$ cat config.mk
export PLATFORM = sky130hd
export DESIGN_NAME = uart_rx_os16_flat
export DESIGN_NICKNAME = d
export VERILOG_FILES = /design/src/rtl/uart_pkg.sv /design/src/rtl/uart_rx_os16_if.sv /design/src/rtl/uart_tick16.sv /design/src/rtl/uart_rx_os16.sv /design/src/flat_wrapper.sv
export SDC_FILE = /design/constraint.sdc
export NUM_CORES = 1
export LEC_CHECK = 0
export CORE_MARGIN = 8
export CORE_UTILIZATION = 60
export CTS_BUF_LIST = sky130_fd_sc_hd__clkbuf_8 sky130_fd_sc_hd__clkbuf_16
export CTS_CLUSTER_SIZE = 20
export DETAILED_ROUTE_END_ITERATION = 10
export PLACE_DENSITY = 0.9
export SLEW_MARGIN = 40
export SYNTH_ARGS = -nofsm -noshare
export SYNTH_HDL_FRONTEND = slang
export SYNTH_HIERARCHICAL = 1
export SYNTH_SLANG_ARGS = --single-unit
$ cat constraint.sdc
create_clock -name clk -period 4.95 [get_ports clk]
set_input_delay 0.7425 -clock clk [delete_from_list [all_inputs] [get_ports clk]]
set_output_delay 0.7425 -clock clk [all_outputs]
set_load 0.01 [all_outputs]
$ cat src/rtl/uart_pkg.sv
// Shared definitions for the 16x-oversampling UART receiver: FSM states,
// sample points within a bit and the 3-sample majority helper.
package uart_pkg;

    typedef enum logic [2:0] {
        ST_IDLE      = 3'd0,
        ST_START     = 3'd1,
        ST_DATA      = 3'd2,
        ST_STOP      = 3'd3,
        ST_WAIT_HIGH = 3'd4
    } rx_state_e;

    localparam int unsigned OS_RATE      = 16;
    localparam int unsigned SC_W         = 4;
    localparam int unsigned SAMP_LO      = 7;
    localparam int unsigned SAMP_MID     = 8;
    localparam int unsigned SAMP_HI      = 9;
    localparam int unsigned STOP_BIT_IDX = 9;

    function automatic logic maj3(input logic a, input logic b, input logic c);
        return (a & b) | (a & c) | (b & c);
    endfunction

endpackage

$ cat src/rtl/uart_rx_os16_if.sv
// Serial input and received-byte outputs of the UART receiver.
interface uart_rx_os16_if #(
    parameter int unsigned DATA_BITS = 8
);
    logic                 mosi;
    logic [DATA_BITS-1:0] data;
    logic                 ok;
    logic                 frm_err;
    logic                 busy;

    modport master (output mosi, input data, ok, frm_err, busy);
    modport slave  (input mosi, output data, ok, frm_err, busy);
endinterface

$ cat src/rtl/uart_tick16.sv
// Baud divider producing one tick every CLK_DIV cycles; restart re-phases it.
module uart_tick16 #(
    parameter int unsigned CLK_DIV = 27
) (
    input  logic clk,
    input  logic rst_n,
    input  logic restart,
    output logic tick
);
    localparam int unsigned CNT_W = (CLK_DIV > 1) ? $clog2(CLK_DIV) : 1;
    localparam logic [CNT_W-1:0] TERM = CNT_W'(CLK_DIV - 1);

    logic [CNT_W-1:0] cnt_q, cnt_d;

    always_comb begin
        cnt_d = cnt_q + CNT_W'(1);
        if (restart || (cnt_q == TERM)) begin
            cnt_d = '0;
        end
    end

    always_ff @(posedge clk or negedge rst_n) begin
        if (!rst_n) begin
            cnt_q <= '0;
        end else begin
            cnt_q <= cnt_d;
        end
    end

    assign tick = (cnt_q == TERM);

endmodule

$ cat src/rtl/uart_rx_os16.sv
// 16x-oversampling UART receiver (8N1) with start validation, 3-sample
// majority voting and framing-error detection.
module uart_rx_os16
    import uart_pkg::*;
#(
    parameter int unsigned CLK_DIV   = 27,
    parameter int unsigned DATA_BITS = 8
) (
    input  logic           clk,
    input  logic           rst_n,
    uart_rx_os16_if.slave  rx
);
    localparam int unsigned BC_W = $clog2(DATA_BITS + 2);
    localparam logic [SC_W-1:0] SC_LO   = SC_W'(SAMP_LO);
    localparam logic [SC_W-1:0] SC_MID  = SC_W'(SAMP_MID);
    localparam logic [SC_W-1:0] SC_HI   = SC_W'(SAMP_HI);
    localparam logic [SC_W-1:0] SC_LAST = SC_W'(OS_RATE - 1);
    localparam logic [BC_W-1:0] BC_LAST_DATA = BC_W'(DATA_BITS);

    logic [1:0]           sync_q;
    logic                 rxs_prev_q;
    logic                 rxs_c;
    logic                 fall_c;
    logic                 tick_c;
    logic                 restart_c;
    logic                 vote_c;

    rx_state_e            state_q, state_d;
    logic [SC_W-1:0]      sc_q, sc_d;
    logic [BC_W-1:0]      bc_q, bc_d;
    logic [DATA_BITS-1:0] shreg_q, shreg_d;
    logic [DATA_BITS-1:0] data_q, data_d;
    logic                 s_lo_q, s_lo_d;
    logic                 s_mid_q, s_mid_d;
    logic                 ok_q, ok_d;
    logic                 frm_err_q, frm_err_d;
    logic                 busy_q, busy_d;

    // Two-flop synchroniser plus previous-value flop for edge detection
    always_ff @(posedge clk or negedge rst_n) begin
        if (!rst_n) begin
            sync_q     <= 2'b11;
            rxs_prev_q <= 1'b1;
        end else begin
            sync_q     <= {sync_q[0], rx.mosi};
            rxs_prev_q <= sync_q[1];
        end
    end

    assign rxs_c  = sync_q[1];
    assign fall_c = rxs_prev_q & ~rxs_c;
    assign vote_c = maj3(s_lo_q, s_mid_q, rxs_c);

    uart_tick16 #(.CLK_DIV(CLK_DIV)) u_tick (
        .clk     (clk),
        .rst_n   (rst_n),
        .restart (restart_c),
        .tick    (tick_c)
    );

    always_ff @(posedge clk or negedge rst_n) begin
        if (!rst_n) begin
            state_q   <= ST_IDLE;
            sc_q      <= '0;
            bc_q      <= '0;
            shreg_q   <= '0;
            data_q    <= '0;
            s_lo_q    <= 1'b1;
            s_mid_q   <= 1'b1;
            ok_q      <= 1'b0;
            frm_err_q <= 1'b0;
            busy_q    <= 1'b0;
        end else begin
            state_q   <= state_d;
            sc_q      <= sc_d;
            bc_q      <= bc_d;
            shreg_q   <= shreg_d;
            data_q    <= data_d;
            s_lo_q    <= s_lo_d;
            s_mid_q   <= s_mid_d;
            ok_q      <= ok_d;
            frm_err_q <= frm_err_d;
            busy_q    <= busy_d;
        end
    end

    always_comb begin
        state_d   = state_q;
        sc_d      = sc_q;
        bc_d      = bc_q;
        shreg_d   = shreg_q;
        data_d    = data_q;
        s_lo_d    = s_lo_q;
        s_mid_d   = s_mid_q;
        ok_d      = 1'b0;
        frm_err_d = 1'b0;
        restart_c = 1'b0;

        unique case (state_q)
            ST_IDLE: begin
                if (fall_c) begin
                    state_d   = ST_START;
                    sc_d      = '0;
                    bc_d      = '0;
                    restart_c = 1'b1;
                end
            end

            ST_START, ST_DATA, ST_STOP: begin
                if (tick_c) begin
                    sc_d = sc_q + SC_W'(1);
                    if (sc_q == SC_LO) begin
                        s_lo_d = rxs_c;
                    end
                    if (sc_q == SC_MID) begin
                        s_mid_d = rxs_c;
                    end

                    if (state_q == ST_START) begin
                        if ((sc_q == SC_HI) && vote_c) begin
                            state_d = ST_IDLE;
                        end else if (sc_q == SC_LAST) begin
                            state_d = ST_DATA;
                            bc_d    = BC_W'(1);
                        end
                    end else if (state_q == ST_DATA) begin
                        if (sc_q == SC_HI) begin
                            shreg_d = {vote_c, shreg_q[DATA_BITS-1:1]};
                        end
                        if (sc_q == SC_LAST) begin
                            bc_d = bc_q + BC_W'(1);
                            if (bc_q == BC_LAST_DATA) begin
                                state_d = ST_STOP;
                            end
                        end
                    end else if (sc_q == SC_HI) begin
                        // Stop bit decided: leave without waiting for the bit to end
                        if (vote_c) begin
                            data_d  = shreg_q;
                            ok_d    = 1'b1;
                            state_d = ST_IDLE;
                        end else begin
                            frm_err_d = 1'b1;
                            state_d   = ST_WAIT_HIGH;
                        end
                    end
                end
            end

            ST_WAIT_HIGH: begin
                if (rxs_c) begin
                    state_d = ST_IDLE;
                end
            end

            default: begin
                state_d = ST_IDLE;
            end
        endcase

        busy_d = (state_d != ST_IDLE);
    end

    assign rx.data    = data_q;
    assign rx.ok      = ok_q;
    assign rx.frm_err = frm_err_q;
    assign rx.busy    = busy_q;

endmodule

$ cat src/flat_wrapper.sv
// flat-port wrapper written by rule: the top's interface ports become plain ports
module uart_rx_os16_flat import uart_pkg::*;
#(
    parameter int unsigned CLK_DIV   = 27,
    parameter int unsigned DATA_BITS = 8
)
  (clk, rst_n, rx_mosi, rx_data, rx_ok, rx_frm_err, rx_busy);
  uart_rx_os16_if #(.DATA_BITS(DATA_BITS)) rx_i ();
  input  logic clk;
  input  logic rst_n;
  input wire logic [$bits(rx_i.mosi)-1:0] rx_mosi;
  output wire logic [$bits(rx_i.data)-1:0] rx_data;
  output wire logic [$bits(rx_i.ok)-1:0] rx_ok;
  output wire logic [$bits(rx_i.frm_err)-1:0] rx_frm_err;
  output wire logic [$bits(rx_i.busy)-1:0] rx_busy;
  assign rx_i.mosi = rx_mosi;
  assign rx_data = rx_i.data;
  assign rx_ok = rx_i.ok;
  assign rx_frm_err = rx_i.frm_err;
  assign rx_busy = rx_i.busy;
  uart_rx_os16 #(.CLK_DIV(CLK_DIV), .DATA_BITS(DATA_BITS)) u_core (.clk(clk), .rst_n(rst_n), .rx(rx_i));
endmodule
== Yosys cells after proc, flatten, opt, wreduce, memory -nomap -nowiden ==
Cells that the tools add are included.

* Register bits: 40
* Input port bits: 3
* Output and inout bits: 11
* Logic and storage cells: 89

* $add $sub $neg: 3
* Eq/ne operators: 15
* Mux-type cells: 37
* Bitwise logic cells: 9
* Reductions and logical operators: 12

{| class="wikitable"
|+ Operator list
! kind !! number
|-
| 3-bit 2-to-1 mux || 11
|-
| 4-bit 2-to-1 mux || 8
|-
| 4-bit == test, second input constant || 4
|-
| 4-bit one-hot mux with 2 select lines || 2
|-
| 1-bit 2-to-1 mux || 14
|-
| 6-bit AND reduction || 2
|-
| 3-bit one-hot mux with 3 select lines || 1
|-
| 3-bit AND reduction || 3
|-
| 4-bit by 1-bit adder with 4-bit output, second input constant || 2
|-
| 3-bit by 2-bit == test with 1-bit output, second input constant || 2
|-
| 2-bit by 1-bit != test with 1-bit output, second input constant || 3
|-
| 5-bit by 1-bit adder with 5-bit output, second input constant || 1
|-
| 5-bit == test, second input constant || 1
|-
| 5-bit 2-to-1 mux || 1
|-
| 5-bit AND reduction || 1
|-
| 1-bit AND || 4
|-
| 4-bit by 3-bit == test with 1-bit output, second input constant || 1
|-
| 3-bit by 1-bit == test with 1-bit output, second input constant || 1
|-
| 3-bit == test, second input constant || 1
|-
| 3-bit logical NOT || 1
|-
| 3-bit by 1-bit != test with 1-bit output, second input constant || 1
|-
| 3-bit != test, second input constant || 1
|-
| 1-bit inverter || 3
|-
| 3-bit nonzero test || 1
|-
| other kinds (5) || 6
|}

== Longest topological paths before layout ==
* Depth in word-level cells: 10
* Gate-level depth with buffers: 8
* Gate-level depth less buffers: 7

== By module ==
The synthesis kept the hierarchy.

{| class="wikitable"
|+ By module, submodules not included
! module !! times used !! cells each !! area each (um2) !! sequential area each (um2)
|-
| uart_rx_os16 || 1 || 131 || 1600.3 || 882.1
|-
| uart_tick16 || 1 || 22 || 284.0 || 125.1
|}

== Worst setup path after synthesis ==
Ideal clock, no wire load.

* Path type: register to register
* From: register u_core.u_tick.cnt_q[0]
* To: register u_core.busy_q, in the netlist u_core/rx.busy
* Setup time: 131 ps
* Arrival time: 1794 ps
* Data required time: 4819 ps
* Slack: 3025 ps
* Stages on the path, launching flop included: 9
* Path buffers: 1
* Period minus slack after synthesis: 1925 ps
* Cell sequence: dfrtp_1 > inv_1 > ha_1 > and4b_1 > buf_6 > and2_1 > and4b_4 > a31o_2 > or3_1

* Word-level cells in the longest chain between the ends: 4

{| class="wikitable"
|+ RTL lines
! item !! RTL line !! RTL
|-
| start: declaration || uart_tick16.sv:13 || <nowiki>logic [CNT_W-1:0] cnt_q, cnt_d;</nowiki>
|-
| start signal: assignment || uart_tick16.sv:26 || <nowiki>cnt_q <= cnt_d;</nowiki>
|-
| 5-bit == test || uart_tick16.sv:30 || <nowiki>assign tick = (cnt_q == TERM);</nowiki>
|-
| named net u_core.tick_c || uart_rx_os16.sv:24 || <nowiki>logic tick_c;</nowiki>
|-
| 3-bit 2-to-1 mux || uart_rx_os16.sv:110 || <nowiki>if (tick_c) begin</nowiki>
|-
| 3-bit one-hot mux with 3 select lines || uart_rx_os16.sv:99 || <nowiki>unique case (state_q)</nowiki>
|-
| named net u_core.state_d[2] || uart_rx_os16.sv:28 || <nowiki>rx_state_e state_q, state_d;</nowiki>
|-
| 3-bit nonzero test || uart_rx_os16.sv:161 || <nowiki>busy_d = (state_d != ST_IDLE);</nowiki>
|-
| named net u_core.busy_d || uart_rx_os16.sv:37 || <nowiki>logic busy_q, busy_d;</nowiki>
|-
| end signal: assignment || uart_rx_os16.sv:83 || <nowiki>busy_q <= busy_d;</nowiki>
|-
| end: declaration || uart_rx_os16.sv:37 ||
|}

The timed path passes the listed nets, and every way through them passes these cells.
A chain may end at the register's enable or synchronous reset.

== Final worst setup path ==
* From: register u_core.u_tick.cnt_q[0]
* To: register u_core.shreg_q[2]

* Word-level cells in the longest chain between the ends: 2

{| class="wikitable"
|+ RTL lines
! item !! RTL line !! RTL
|-
| 5-bit == test || uart_tick16.sv:30 ||
|-
| named net u_core.tick_c || uart_rx_os16.sv:24 ||
|-
| 5-bit AND reduction (no line) || n/a ||
|-
| end signal: assignment || uart_rx_os16.sv:77 || <nowiki>shreg_q <= shreg_d;</nowiki>
|-
| end: declaration || uart_rx_os16.sv:31 || <nowiki>logic [DATA_BITS-1:0] shreg_q, shreg_d;</nowiki>
|}

The timed path passes the listed nets, and every way through them passes these cells.

==> reports/metrics.yaml <==
finish:
  seq_area_um2: 1010
  drive_above_1_share_pct: 23.1
  nets: 178
  area_growth_pct: 13.9
  design_area_um2: 2150
  fillers: 203
  multiInputGateArea_um2: 803
  num_antenna_cells: 0
timing:
  rsz0062_at_grt: "false"
  final_max_slew_viol_count: 0
  max_freq_mhz: 434
  clock_skew_ns: 0.00707
  fin_setup_tns_ns: 0
  fin_crit_ns: 2.30
  worst_slew_pin_slew_ns: 0.486
  fin_crit_sh_pct: 46.6
  finalSetupViolCount: 0
  hold_viol: 0
  slew_headroom_pct: 67.6
power_and_ir_drop:
  peakVddDrop_uv: 251
  seqPwrFrac_pct: 50.0
  clock_power_share_pct: 34.2
  p_leak_nw: 0.969
  combinationalPowerShare_pct: 15.9
  power_density_nw_per_um2: 366
  power.switching_mw: 0.219
  swShare_pct: 27.8
  p_int_mw: 0.567
synthesis:
  syn_area_per_cell_um2: 12.3
  ys_async_sr_fraction_pct: 100
  ys_seq_area_share_pct: 53.5
  synth_commonest_cells: "dfrtp_1 (35), mux2_2 (18), inv_1 (10)"
  synthTopCellsByArea: "dfrtp_1 (46%), mux2_2 (11%), dfstp_2 (7.0%)"
  synth_most_common_cell: "dfrtp_1"
  synth_cell_types: 48
  syn_area_um2: 1880
  synth_fp_nets: 163
  synth.top_cell.area_share_pct: 46.5
  yosysWarnings: 6
  yosysTopAreaCell: "dfrtp_1"
  synth-main-ff-cell: "dfrtp_1"
  synth_seq_cells: 40
  synth_edf_count: 0
  synth_cells: 153
placed_design:
  gp_congestion: 0.870
  place_hpwl_mm: 2.50
  io_buffers: 13
  placed_area_um2: 2030
clocking:
  clock-root-buffer: "clkbuf_8"
  cts_tree: "done"
  cts.sinks: 40
  hold_buffers: 0
  clockBufferDepth: 2
  post_cts_buffers: 0
  cts-resized-gates: 0
  clk_pin_slew_ns: 0.08
  cts_max_level: 2
  clk_latency_ns: 0.30
  cts_made_buffers: 5
global_route:
  overflow: 0
  grt_first_pass_wirelength_mm: 6.08
  grtUsageTotal_pct: 15.0
  grt_max_degree: 41
  grt_pass1_vias: 1277
  antenna_found_initial: 0
worst_hold_path:
  hold_class: "reg2reg"
  hold_depth: 0
  holdPathEnd: "u_core/sync_q[1]$_DFF_PN1_"
  worstHoldStart: "u_core/sync_q[0]$_DFF_PN1_"
critical_path:
  crit_fanout: 11
  r2r_start: "u_core/u_tick/cnt_q[0]$_DFF_PN0_"
  critPathCaptureType: "register"
  r2r-end: "u_core/shreg_q[2]$_DFFE_PN0P_"
  reg2reg_depth: 6
  critPathLaunchType: "register"
  crit_start: "u_core/u_tick/cnt_q[0]$_DFF_PN0_"
  reg2reg_slack_ns: 2.65
  required_ns: 5.13
  critPathTopFamily: "simple AND/OR/NAND/NOR gates"
  crit_path_cell_trace: "inv_1 > ha_1 > and4b_1 > nand4bb_1 > or2b_1 > mux2_2"
  cp.buffers_inverters: 1
  cpPeakStageDelay_ns: 0.51
  critPathKind: "reg2reg"
  crit_slowest_cell: "and4b_1"
  worst_ep_arrival_time_ns: 2.49
routing:
  drc: 0
  dr.first_iter.drc_count: 89
  routed_wirelength_mm: 3.51
  wl_per_cell_um: 16.5
  route.antenna.remaining_nets: 0
  post_drt_via_cell_ratio: 5.89
  vias: 1255
  dr.pass1.iters: 4
die:
  core_region_area_um2: 3030
  die_h_um: 72.0
  die_x_um: 72.0
  start_util_pct: 62.2
  die_area_um2: 5190
  ios: 14
  rows: 20
run_status:
  status: "completed"
job:
  maxCapViolCount: 0
[area by class of cell]
cell class | instances | share of cell area, %
flip-flops and latches | 40 | 46.9
multi-input cells | 98 | 37.4
repair buffers | 13 | 5.94
clock buffers | 5 | 3.21
well taps | 44 | 2.56
clock inverters | 3 | 2.21
inverters | 10 | 1.75
[worst max-delay path by stage]
| stage | endpoint | cells after the start | slack (ns) |
|---|---|---|---|
| after global routing | u_core/shreg_q[1]$_DFFE_PN0P_ | 6 | 2.53 |
| after global placement | u_core/shreg_q[4]$_DFFE_PN0P_ | 6 | 2.82 |
| final | u_core/shreg_q[2]$_DFFE_PN0P_ | 6 | 2.65 |
| after CTS | u_core/shreg_q[1]$_DFFE_PN0P_ | 6 | 2.68 |
| after floorplan | u_core/rx.busy$_DFF_PN0_ | 8 | 3.02 |
| after detailed placement | u_core/shreg_q[4]$_DFFE_PN0P_ | 6 | 2.70 |
[flip-flops by register name, indices dropped and copies added (netlist names)]
name                 flops
u_core/sc_q              4
u_core/s_mid_q           1
u_core/rx.busy           1
u_core/sync_q            2
u_core/rx.data           8
u_core/bc_q              4
u_core/shreg_q           8
u_core/rx.frm_err        1
u_core/state_q           3
u_core/s_lo_q            1
u_core/u_tick/cnt_q      5
u_core/rxs_prev_q        1
u_core/rx.ok             1
[routing by layer]
layer	vias to the layer above	share of wire, %	GRT usage (%)
met5	-	0	0
met4	0	1.7	6.35
met3	6	4.3	4.82
met2	34	51	25.2
met1	635	43	17.2
li1	580	-	-
[power groups by stage]
stage	clock, mW	combinational (mW)	sequential, mW
2_1_floorplan	0	0.0983	0.387
3_3_place_gp	0	0.113	0.393
3_5_place_dp	0	0.123	0.397
4_1_cts	0.275	0.124	0.391
5_1_grt	0.285	0.139	0.398
6_report	0.268	0.125	0.393
[logic make-up after synthesis]
kind of cell / count (synthesis) / synth area share, %
and+or+nand+nor: 44 / 16.1
DFF: 40 / 53.5
AOI/OAI and AO/OA: 23 / 8.17
muxes: 19 / 11.3
buffers and inverters: 15 / 3.92
adders and majority gates: 8 / 5.18
xor gates and xnor gates: 4 / 1.86
[placed cells by master, fill, tap and decap left out, types with 2 or more instances in the layout]
cell type	instances
dfrtp_1	35
mux2_2	18
clkdlybuf4s50_1	12
inv_1	10
nor2_1	9
ha_1	7
a21oi_1	6
clkbuf_8	5
nor3_1	5
dfstp_2	5
o21ai_0	4
nand3_1	4
nand2_1	4
xnor2_1	3
clkinv_4	2
nand2b_1	2
o31ai_1	2
and4_1	2
o21bai_1	2
nor4_4	2
[through the flow]
stage / setup WS [ns] / cells / hold slack (ns) / util, % / power [mW]
floorplan: 3.02 / 153 / 0.345 / - / 0.485
detailed placement: 2.70 / 205 / 0.347 / 67.0 / 0.521
global placement: 2.82 / 205 / 0.346 / 67.0 / 0.506
global route: 2.53 / 213 / 0.365 / 70.9 / 0.821
CTS: 2.68 / 213 / 0.360 / 70.8 / 0.791
finish: 2.65 / 213 / 0.359 / 70.9 / 0.786
Note: power is estimated with default switching activity, not from simulation.
==> patch, RTL diff (same settings) <==
The package constant `SC_W` goes from 4 to 3.
--- a/src/rtl/uart_pkg.sv
+++ b/src/rtl/uart_pkg.sv
@@ -11,7 +11,7 @@
     } rx_state_e;
 
     localparam int unsigned OS_RATE      = 16;
-    localparam int unsigned SC_W         = 4;
+    localparam int unsigned SC_W         = 3;
     localparam int unsigned SAMP_LO      = 7;
     localparam int unsigned SAMP_MID     = 8;
     localparam int unsigned SAMP_HI      = 9;
Function: same outputs for any inputs over 10 cycles, from zero or initial values and one cycle with rst_n low; that may be too few to reach the edited logic, so the function may still have changed.
==> patch against the unedited design <==
  * Cell area up 0.70%
  * Die area increased by 1.5%
  * Setup slack got worse by 0.042 ns
  * Power fell by 5.0%
  * Synthesized area rose by 2.0%
  * Critical path depth stayed put
  * Routed wire length fell by 5.3%
  * Sequential cell count fell by 1
  * Largest power group unchanged
==> patch: results (changes against the unedited design) <==
stage,metric,value,unit,change
cells_and_area,layout-drive-gt1-share,26.4,%,was 23.1%
cells_and_area,final_cells,207,,was 213
outcome,status,"complete, no violations",,unchanged
global_routing,use_met3,5.08,%,was 4.82%
logic_synthesis,synth.net_count,158,,was 163
global_routing,grt_max_degree,40,,was 41
critical_path,critPathMaxFanout,9,,was 11
sta,finClkSkew,0.00712,ns,was 0.00707 ns
pwr,ir_drop,0.226,mV,was 0.251 mV
logic_synthesis,yosys-top-cells-area,"dfrtp_1, mux2_4, dfstp_2, mux2_2, ha_1",,"was dfrtp_1, mux2_2, dfstp_2, ha_1, nor4_4"
global_routing,grt_pass1_wl,5.82,mm,was 6.08 mm
min_path,whs_path_depth,0,,unchanged
cells_and_area,fin_nets,174,,was 178
placement,placed_cells,199,,was 205
global_routing,met2_usage,23.3,%,was 25.2%
pwr,p_leak,0.00101,uW,was 0.000969 uW
placement,gp_congestion,0.774,,was 0.870
global_routing,grt_pass1_vias,1285,,was 1277
logic_synthesis,ys_types,42,,was 48
detailed_routing,drtIter0Drc,44,,was 89
global_routing,use_met1,15.8,%,was 17.2%
critical_path,cp.arrival,2.52,ns,was 2.49 ns
logic_synthesis,yosysSeqAreaShare,51.1,%,was 53.5%
global_routing,grtUsageTotal,14.2,%,was 15.0%
detailed_routing,wl_per_cell,16.1,microns,was 16.5 microns
logic_synthesis,synthCells,146,,was 153
cells_and_area,fillers,221,,was 203
placement,hpwlAfterDp,2.39,mm,was 2.50 mm
detailed_routing,vias_per_cell,5.84,,was 5.89
patch: critical path: stages, from the launching register on:
cell      delay [ns]
dfrtp_1         0.43
inv_1           0.08
ha_1            0.13
and4b_1         0.51
nand3b_4        0.14
or3b_1          0.58
mux2_4          0.37
patch: cells by family after synthesis:
logic type	count (synthesis)	synth area share (%)
flops	39	51.1
simple gates	37	14.1
compound gates	23	9.70
mux	22	14.5
buf+inv	14	3.65
fa+ha+maj	10	6.45
xor+xnor	1	0.456
patch: area by class of cell:
cell class	instances	area share, %
flip-flops and latches	39	45.4
repair buffers	13	5.90
inverters	10	1.74
well taps	44	2.55
clock buffers	5	3.18
clock inverters	3	0.694
multi-input cells	93	40.5
patch: metrics by stage:
stage	power [uW]	worst slack, ns	instance area [sq um]	hold slack, ns
6_report	747	2.60	2160	0.356
5_1_grt	790	2.47	2160	0.361
4_1_cts	752	2.60	2150	0.357
2_1_floorplan	505	3.03	1920	0.345
3_3_place_gp	532	2.72	2070	0.346
3_5_place_dp	547	2.61	2070	0.347
patch: path summary, 6_finish.rpt:
path / endpoint / startpoint / slack [ns]
max: u_core/shreg_q[2]$_DFFE_PN0P_ / u_core/u_tick/cnt_q[0]$_DFF_PN0_ / 2.60
min: u_core/sync_q[1]$_DFF_PN1_ / u_core/sync_q[0]$_DFF_PN1_ / 0.36
max reg2reg: u_core/shreg_q[2]$_DFFE_PN0P_ / u_core/u_tick/cnt_q[0]$_DFF_PN0_ / 2.60
min reg2reg: u_core/sync_q[1]$_DFF_PN1_ / u_core/sync_q[0]$_DFF_PN1_ / 0.36
max in group asynchronous: u_core/sync_q[0]$_DFF_PN1_ / rst_n / 4.18
min in group asynchronous: u_core/bc_q[1]$_DFFE_PN0P_ / rst_n / 0.41
patch: power by group:
part           internal, uW  switching (uW)
registers               354            43.1
clock network          96.3             109
logic                  69.9            74.1
patch: routing by layer:
metal  share of wire [%]  up-vias
li1                    -      557
met5                   0        -
met4                 2.9        0
met2                  49       33
met3                 5.7       12
met1                  42      607
